**src/rtl/bin_to_display_fmt.sv**
```systemverilog
// Binary (0..9999) to four active-low seven-segment patterns via serial double-dabble.
// Latency 15 clocks from accepted cargar to listo; cargar is dropped (not queued) while ocupado.
module bin_to_display_fmt #(
   parameter bit LEAD_BLANK = 1'b1
) (
   input  logic        clk,
   input  logic        reset,
   input  logic [13:0] valor,
   input  logic        cargar,
   input  logic [3:0]  dp_sel,
   output logic        ocupado,
   output logic        listo,
   output logic        desborde,
   output logic [7:0]  salidaDisplay1,
   output logic [7:0]  salidaDisplay2,
   output logic [7:0]  salidaDisplay3,
   output logic [7:0]  salidaDisplay4
);

   typedef enum logic [1:0] {
      IDLE   = 2'd0,
      SHIFT  = 2'd1,
      ENCODE = 2'd2
   } state_t;

   localparam logic [7:0] SEG_BLANK = 8'hFF;
   localparam logic [7:0] SEG_DASH  = 8'hBF;

   state_t      state, state_nxt;
   logic [13:0] bin_q;
   logic [15:0] bcd_q;
   logic [3:0]  cnt_q;
   logic [3:0]  dp_q;
   logic        ovf_q;

   logic        accept;
   logic        shift_en;
   logic        encode_en;
   logic [15:0] bcd_adj;
   logic [7:0]  pat1, pat2, pat3, pat4;
   logic        blank1, blank2, blank3;

   function automatic logic [7:0] seg7(input logic [3:0] d);
      logic [7:0] s;
      case (d)
         4'd0:    s = 8'hC0;
         4'd1:    s = 8'hF9;
         4'd2:    s = 8'hA4;
         4'd3:    s = 8'hB0;
         4'd4:    s = 8'h99;
         4'd5:    s = 8'h92;
         4'd6:    s = 8'h82;
         4'd7:    s = 8'hF8;
         4'd8:    s = 8'h80;
         4'd9:    s = 8'h90;
         default: s = SEG_DASH;
      endcase
      return s;
   endfunction

   function automatic logic [3:0] add3(input logic [3:0] n);
      return (n >= 4'd5) ? n + 4'd3 : n;
   endfunction

   // ---------------- FSM: state register ----------------
   always_ff @(posedge clk) begin
      if (reset) state <= IDLE;
      else       state <= state_nxt;
   end

   // ---------------- FSM: next state ----------------
   always_comb begin
      state_nxt = state;
      case (state)
         IDLE:    if (cargar) state_nxt = SHIFT;
         SHIFT:   if (cnt_q == 4'd1) state_nxt = ENCODE;
         ENCODE:  state_nxt = IDLE;
         default: state_nxt = IDLE;
      endcase
   end

   // ---------------- FSM: outputs / strobes ----------------
   always_comb begin
      accept    = 1'b0;
      shift_en  = 1'b0;
      encode_en = 1'b0;
      ocupado   = 1'b1;
      case (state)
         IDLE: begin
            ocupado = 1'b0;
            accept  = cargar;
         end
         SHIFT:   shift_en  = 1'b1;
         ENCODE:  encode_en = 1'b1;
         default: ocupado   = 1'b0;
      endcase
   end

   // Add-3 corrections all look at the pre-shift nibbles of the same cycle.
   assign bcd_adj = {add3(bcd_q[15:12]), add3(bcd_q[11:8]),
                     add3(bcd_q[7:4]),   add3(bcd_q[3:0])};

   always_ff @(posedge clk) begin
      if (reset) begin
         bin_q <= '0;
         bcd_q <= '0;
         cnt_q <= '0;
         dp_q  <= '0;
         ovf_q <= 1'b0;
      end else if (accept) begin
         bin_q <= valor;
         bcd_q <= '0;
         cnt_q <= 4'd14;
         dp_q  <= dp_sel;
         ovf_q <= (valor > 14'd9999);
      end else if (shift_en) begin
         {bcd_q, bin_q} <= {bcd_adj[14:0], bin_q, 1'b0};
         cnt_q          <= cnt_q - 4'd1;
      end
   end

   assign blank1 = LEAD_BLANK && (bcd_q[15:12] == 4'd0);
   assign blank2 = blank1 && (bcd_q[11:8] == 4'd0);
   assign blank3 = blank2 && (bcd_q[7:4]  == 4'd0);

   // Decimal point is applied last so it also lands on blank and dash patterns.
   always_comb begin
      if (ovf_q) begin
         pat1 = SEG_DASH;
         pat2 = SEG_DASH;
         pat3 = SEG_DASH;
         pat4 = SEG_DASH;
      end else begin
         pat1 = blank1 ? SEG_BLANK : seg7(bcd_q[15:12]);
         pat2 = blank2 ? SEG_BLANK : seg7(bcd_q[11:8]);
         pat3 = blank3 ? SEG_BLANK : seg7(bcd_q[7:4]);
         pat4 = seg7(bcd_q[3:0]);
      end
      pat1[7] = pat1[7] & ~dp_q[3];
      pat2[7] = pat2[7] & ~dp_q[2];
      pat3[7] = pat3[7] & ~dp_q[1];
      pat4[7] = pat4[7] & ~dp_q[0];
   end

   always_ff @(posedge clk) begin
      if (reset) begin
         salidaDisplay1 <= SEG_BLANK;
         salidaDisplay2 <= SEG_BLANK;
         salidaDisplay3 <= SEG_BLANK;
         salidaDisplay4 <= SEG_BLANK;
         desborde       <= 1'b0;
         listo          <= 1'b0;
      end else begin
         listo <= encode_en;
         if (encode_en) begin
            salidaDisplay1 <= pat1;
            salidaDisplay2 <= pat2;
            salidaDisplay3 <= pat3;
            salidaDisplay4 <= pat4;
            desborde       <= ovf_q;
         end
      end
   end

endmodule

```
**config.mk**
```make
export PLATFORM = sky130hd
export DESIGN_NAME = bin_to_display_fmt
export DESIGN_NICKNAME = d
export VERILOG_FILES = /design/src/rtl/bin_to_display_fmt.sv
export SDC_FILE = /design/constraint.sdc
export NUM_CORES = 1
export LEC_CHECK = 0
export ABC_AREA = 1
export ABC_CLOCK_PERIOD_IN_PS = 2140
export CAP_MARGIN = 5
export CORE_MARGIN = 10
export CORE_UTILIZATION = 56
export CTS_BUF_LIST = sky130_fd_sc_hd__clkbuf_8 sky130_fd_sc_hd__clkbuf_16
export CTS_CLUSTER_SIZE = 10
export DETAILED_ROUTE_END_ITERATION = 6
export PLACE_DENSITY = 0.8
export SYNTH_ARGS = -nofsm -noshare
export SYNTH_HDL_FRONTEND = slang
export SYNTH_SLANG_ARGS = --single-unit
```
**constraint.sdc**
```tcl
create_clock -name clk -period 2.14 [get_ports clk]
set_clock_uncertainty 0.05 [all_clocks]
set_input_delay 0.214 -clock clk [delete_from_list [all_inputs] [get_ports clk]]
set_output_delay 0.214 -clock clk [all_outputs]
set_load 0.02 [all_outputs]
```
==> metrics.csv <==
metric,value,unit
WP data arrival,2.25,ns
clock sink count,103,
CTS Hold Buffers Added,0,
async set or reset register ratio after synthesis,0,%
synthesized flop and latch total,103,
Hold Crit Class,input port to flop,
area of the mapped netlist,4912,sq um
status,"finished, final reports clean",
syn avg cell area,7.923,sq um
gr ovfl total,0,
top cell type's share of synthesized area,41.98,%
post-route ant nets,0,
Die X,113.7,um
Worst Path Max Fanout,12,
dpl ws,-0.006904,ns
Netlist cell types,33,
vias per cell,5.186,
cell leakage power,0.002848,uW
clk root buf,clkbuf_8,
Power Density,1145,nW/um^2
post-synthesis sequential area ratio,41.98,%
hold_ws,0.3236,ns
Ports,56,
"Area growth, synth to finish",19.00,%
hold path endpoint,dp_q[1]$_SDFFE_PP0P_,
ys flop type,dfxtp_1,
n_diodes,0,
drt drc,0,
initial antenna violation count,0,
hold depth,3,
drt initial violations,232,
final setup fails,0,
# port buffers,55,
Routability Congestion,0.8602,
core box area,8636,sq um
"count leader, synth",nand2_1,
Ys Warns,0,
Tot Pwr,6692,uW
period utilization,94.37,%
Worst-Margin Slew,0.5069,ns
first-pass GRT wire length,17920,um
Reg2Reg Depth,10,
slew margin rel.,65.98,%
Post-Route WL,10570,um
clk slew on worst S/H paths,0.10,ns
Synth top cells by count,"179 x nand2_1, 103 x dfxtp_1, 61 x inv_1, 41 x nand3_1, 38 x ha_1",
Nets,746,
CP Capture Type,flop,
CP Class,flop to flop,
layout cells sized above 1,14.74,%
Final Max Slew Viols,0,
largest net degree at the start of global routing,26,
"reg-to-reg slack, setup",0.12,ns
height of the chip,113.7,um
max-cap viol count,0,
clock tree from TritonCTS,built,
die area,12920,sq um
average wire per standard cell,13.22,um
vias post-DR,4149,
row count,34,
maximum VDD drop,0.5410,mV
vias in the first global route,3972,
Syn Nets,679,
type of origin of the critical path,flop,
cell taking the most area after synthesis,dfxtp_1,
placed insts,782,
achievable frequency,0.4952,GHz
top post-synthesis cells by area,"dfxtp_1 42%, nand2_1 14%, ha_1 9.7%, inv_1 4.7%, nand3_1 4.2%",
gr usage total,16.33,%
HP Start,dp_sel[1],
Final Non-Filler Cells,800,
"EDFF count, synth",0,
clk_lat worst skew,0.37,ns
Pre-antenna DRT Iters,5,
cts bufs inserted,9,
Initial Util,56.88,%
DP Wirelength,7758,um
Tmin final,2.020,ns
Clock Tree Buf Depth,2,
Synth Instances,620,
R2R Path Start,state[1]$_SDFFE_PP0P_,
H-tree levels,3,
"Worst Setup Slack, final",0.1205,ns
CP Data Required Time,2.37,ns
"Hold Vio Cnt, Final",0,
[routing by layer]
layer	wire length, um	track usage, %	vias up
li1	-	-	2152
met1	4776	20.15	1893
met2	5096	27.22	91
met3	518	3.727	13
met4	182	5.838	0
met5	0	0	-
[logic make-up (layout without fill, tap and decap cells)]
logic type	count (synthesis)	in the layout	share of synthesized area, %
buffers and inverters	92	164	8.609
muxes	11	11	2.242
adders and majority gates	38	38	9.679
AOI/OAI and AO/OA	92	92	10.93
and+or+nand+nor	284	284	26.57
DFF	103	103	41.98
[worst max path at each step]
stage	start	endpoint	slack, ns
floorplan	state[0]$_SDFFE_PP0P_	flop	0.17
global placement	state[1]$_SDFFE_PP0P_	flop	0.06
detailed placement	state[1]$_SDFFE_PP0P_	flop	-0.007
CTS	bcd_q[4]$_SDFFE_PP0N_	flop	0.009
global route	bcd_q[5]$_SDFFE_PP0N_	flop	-0.009
finish	state[1]$_SDFFE_PP0P_	flop	0.12
[cells in the final DEF, fill, tap and decap left out, drive strengths merged, types with 18 or more instances in the layout]
| master | count |
|---|---|
| o21ai | 39 |
| ha | 38 |
| dfxtp | 103 |
| o22ai | 18 |
| inv | 75 |
| nand3 | 51 |
| clkdlybuf4s50 | 55 |
| nor2 | 18 |
| buf | 21 |
| a21oi | 26 |
| nand2 | 199 |
[power breakdown]
part           internal, uW  leakage (uW)  total (uW)  switching, uW
Clock                   473     0.0000914        1170            694
Combinational          1110       0.00191        2900           1780
Sequential             2400      0.000843        2630            233
[final cells by class]
| type | count | area [sq um] |
|---|---|---|
| fillers | 716 | 2790 |
| multi-input cells | 425 | 2466 |
| flip-flops and latches | 103 | 2068 |
| repair buffers | 76 | 708.2 |
| inverters | 72 | 277.8 |
| clock buffers | 10 | 137.6 |
| well taps | 108 | 135.1 |
| clock inverters | 6 | 52.55 |
[timing repair]
item                                    CTS  global route
resized for setup                         1            19
endpoints found under the setup margin    7            22
pin swaps                                 0             2
setup buffers                             0             2
[worst max-delay path, cell delays in order (launching register included)]
cell and delay, ns:
dfxtp_2 0.35, inv_2 0.07, ha_4 0.19, inv_2 0.22, nand2_1 0.14, a21oi_2 0.21
inv_1 0.12, ha_1 0.29, nand4_1 0.12, nand3_1 0.11, nand2_1 0.05
[metrics by stage]
step | instance area (sq um) | setup TNS [ns] | util, %
2_1_floorplan | 4912 | 0 | -
3_3_place_gp | 5588 | 0 | 64.71
3_5_place_dp | 5588 | -0.01182 | 64.71
4_1_cts | 5781 | 0 | 66.94
5_1_grt | 5846 | -0.009317 | 67.69
6_report | 5846 | 0 | 67.69
Power figures use the tool's default switching activity.
==> edit: new RTL, same flow settings <==
Add an input register stage for `valor`, `cargar` and `dp_sel`, cleared by the reset; this delays them by one clock. Comments in the files are not updated.
--- a/src/rtl/bin_to_display_fmt.sv
+++ b/src/rtl/bin_to_display_fmt.sv
@@ -26,4 +26,20 @@
    localparam logic [7:0] SEG_BLANK = 8'hFF;
    localparam logic [7:0] SEG_DASH  = 8'hBF;
+
+   logic [13:0] valor_q;
+   logic cargar_q;
+   logic [3:0] dp_sel_q;
+
+   always_ff @(posedge clk) begin
+      if (reset) begin
+         valor_q  <= '0;
+         cargar_q <= '0;
+         dp_sel_q <= '0;
+      end else begin
+         valor_q  <= valor;
+         cargar_q <= cargar;
+         dp_sel_q <= dp_sel;
+      end
+   end
 
    state_t      state, state_nxt;
@@ -73,5 +89,5 @@
       state_nxt = state;
       case (state)
-         IDLE:    if (cargar) state_nxt = SHIFT;
+         IDLE:    if (cargar_q) state_nxt = SHIFT;
          SHIFT:   if (cnt_q == 4'd1) state_nxt = ENCODE;
          ENCODE:  state_nxt = IDLE;
@@ -89,5 +105,5 @@
          IDLE: begin
             ocupado = 1'b0;
-            accept  = cargar;
+            accept  = cargar_q;
          end
          SHIFT:   shift_en  = 1'b1;
@@ -109,9 +125,9 @@
          ovf_q <= 1'b0;
       end else if (accept) begin
-         bin_q <= valor;
+         bin_q <= valor_q;
          bcd_q <= '0;
          cnt_q <= 4'd14;
-         dp_q  <= dp_sel;
-         ovf_q <= (valor > 14'd9999);
+         dp_q  <= dp_sel_q;
+         ovf_q <= (valor_q > 14'd9999);
       end else if (shift_en) begin
          {bcd_q, bin_q} <= {bcd_adj[14:0], bin_q, 1'b0};
Behaviour: not the same (Yosys sat finds a counterexample within 4 cycles, from zero or initial values and one cycle with reset high).
==> edit against the unedited design <==
Cell area rose by 20%; cell count is 14% higher; clock power increased by 140%; area after synthesis is 13% higher; sequential cell count grew 19; sequential power grew 13%; wire length is 18% higher; combinational power grew 14%; worst setup slack got worse by 0.012 ns; count of clock-buffer cells in the layout grew 9; total power increased by 37%; critical path type unchanged.
==> edit: results (changes against the unedited design) <==
* Routed length per instance at 13.70 um (+3.7%)
* Placed wire-length estimate at 8331 um (+7.4%)
* Shortest period the worst path allows at 2.031 ns (+0.01192 ns)
* TritonCTS buffer count at 17 (+8)
* Reg-to-reg slack, setup at 0.11 ns
* Synth unique cells at 42 (+27%)
* Clock slew at the register clock pins of the worst setup and hold paths at 0.06 ns (-0.04 ns)
* Crit-path slowest cell: sky130_fd_sc_hd__dfxtp_1
* Peak per-stage delay on the critical path at 0.35 ns (about the same)
* Filler instances at 725 (+1.3%)
* Leakage at 3.384 nW (+19%)
* Number of hold violations in the final report at 0 (unchanged)
* Global routing usage summed across all routing layers at 16.72% (+0.39 points)
* Most frequent cells after synthesis: 182 x sky130_fd_sc_hd__nand2_1, 122 x sky130_fd_sc_hd__dfxtp_1, 77 x sky130_fd_sc_hd__inv_1
* Count of routing violations after the opening detailed-route iteration at 245 (+5.6%)
* Cell at the root of the clock tree: sky130_fd_sc_hd__clkbuf_8
* Count of port buffers added during placement at 55 (unchanged)
* Number of global-route vias before repair at 4573 (+15%)
* Arrival time reported for the critical path endpoint at 2.39 ns (+0.14 ns)
* Final RePlAce weighted congestion at 0.9448 (+9.8%)
* Total of warnings raised by yosys at 0 (unchanged)
* Fraction of the yosys area taken by sequential cells at 43.83% (+1.8 points)
* Outcome: finished, final reports clean
* First-pass GRT wire length at 20360 um (+14%)
* Prevailing post-synth register cell: sky130_fd_sc_hd__dfxtp_1
* Top cells by area in the synthesized netlist: sky130_fd_sc_hd__dfxtp_1 44%, sky130_fd_sc_hd__nand2_1 12%, sky130_fd_sc_hd__ha_1 8.3%, sky130_fd_sc_hd__inv_1 5.2%, sky130_fd_sc_hd__nor2_1 3.4%
* Fraction of final layout cells sized beyond drive strength 1 at 18.10% (+3.4 points)
* Post-layout net count at 824 (+10%)
* Number of vias in the routed layout at 4683 (+13%)
* Post-Place Setup Slack at -0.03465 ns (-0.02775 ns)
* Slew at the pin closest to its max-slew limit at 0.6651 ns (+0.1582 ns)
* Total inserted antenna cells at 0 (unchanged)
* Post-synth net total at 744 (+9.6%)
* Post-synth ARST share at 0% (unchanged)
* CTS H-tree depth at 4 (+1)
* Largest net degree at the start of global routing at 40 (+54%)
* Clock latency of the later-clocked register in the worst-skew pair at 0.52 ns (+0.15 ns)
* Iteration count of the initial detailed-routing pass at 5 (unchanged)
* Largest voltage drop on the vdd net at 0.6874 mV (+27%)
* Bufs on Longest Clock Path at 2 (unchanged)
* Maximum net fanout on the critical path at 4 (-8)
* Path category of the worst min-delay check: in -> reg
* Initial antenna violation count at 0 (unchanged)
* Top delay family on crit path: simple AND/OR/NAND/NOR gates
[edit: cells by family (layout without fill, tap and decap cells)]
group,count (synthesis),after routing,share of synthesized area (%)
and+or+nand+nor,316,316,26.36
muxes,11,11,1.976
DFF,122,122,43.83
adders and majority gates,37,37,8.307
buffers and inverters,110,203,9.564
AOI/OAI and AO/OA,90,90,9.969
[edit: area by class of cell]
cell class / instances / share of cell area, %
Multi-Input combinational cell: 454 / 37.80
Sequential cell: 122 / 35.01
Clock inverter: 13 / 2.160
Clock buffer: 19 / 6.302
Inverter: 87 / 4.874
Timing Repair Buffer: 84 / 11.48
Tap cell: 133 / 2.375
[edit: metrics by stage]
| stage | instances | instance area, um2 | setup TNS, ns | hold WS, ns |
|---|---|---|---|---|
| 3_3_place_gp | 869 | 6243 | 0 | 0.3559 |
| 4_1_cts | 907 | 6904 | 0 | 0.1496 |
| 5_1_grt | 912 | 7008 | -0.1069 | 0.1708 |
| 3_5_place_dp | 869 | 6243 | -0.03465 | 0.3653 |
| 2_1_floorplan | 686 | 5573 | 0 | 0.2710 |
| 6_report | 912 | 7008 | 0 | 0.1476 |
[edit: path summary, 6_finish.rpt]
kind | from | endpoint | depth (start not counted)
max | bcd_q[1] | register | 16
min | valor[4] | valor_q[4] | 3
max reg2reg | bcd_q[1] | register | 16
min reg2reg | dp_sel_q[2] | dp_q[2] | 2
[edit: repair_timing]
item                                    4_1_cts  5_1_grt
setup buffers                                 6        5
resized for setup                             4       29
endpoints found under the setup margin        5       19
pin swaps                                     1        3
[edit: worst reg2reg max path: stages, from the launching register on]
cell,delay [ns]
sky130_fd_sc_hd__dfxtp_1,0.35
sky130_fd_sc_hd__inv_1,0.11
sky130_fd_sc_hd__ha_1,0.21
sky130_fd_sc_hd__inv_1,0.08
sky130_fd_sc_hd__nand2_2,0.06
sky130_fd_sc_hd__nand2_2,0.09
sky130_fd_sc_hd__nand2_2,0.06
sky130_fd_sc_hd__nand2_1,0.06
sky130_fd_sc_hd__nand2_1,0.05
sky130_fd_sc_hd__nand2_1,0.09
sky130_fd_sc_hd__nand3_4,0.12
sky130_fd_sc_hd__buf_12,0.15
sky130_fd_sc_hd__ha_1,0.20
sky130_fd_sc_hd__nand2_1,0.09
sky130_fd_sc_hd__nand2_1,0.05
sky130_fd_sc_hd__nand2_1,0.05
sky130_fd_sc_hd__nand2_1,0.06
[edit: layer usage]
layer	GRT usage, %	vias up	wire (um)	share of wire [%]
li1	-	2350	-	-
met1	17.68	2151	5067	41
met2	30.47	154	6360	51
met3	4.688	28	828	6.6
met4	7.014	0	240	1.9
met5	0	-	0	0
[edit: power breakdown]
part	internal [mW]	switching [mW]
logic	1.28	2.04
clock network	1.82	1.04
registers	2.74	0.228
total	5.84	3.30
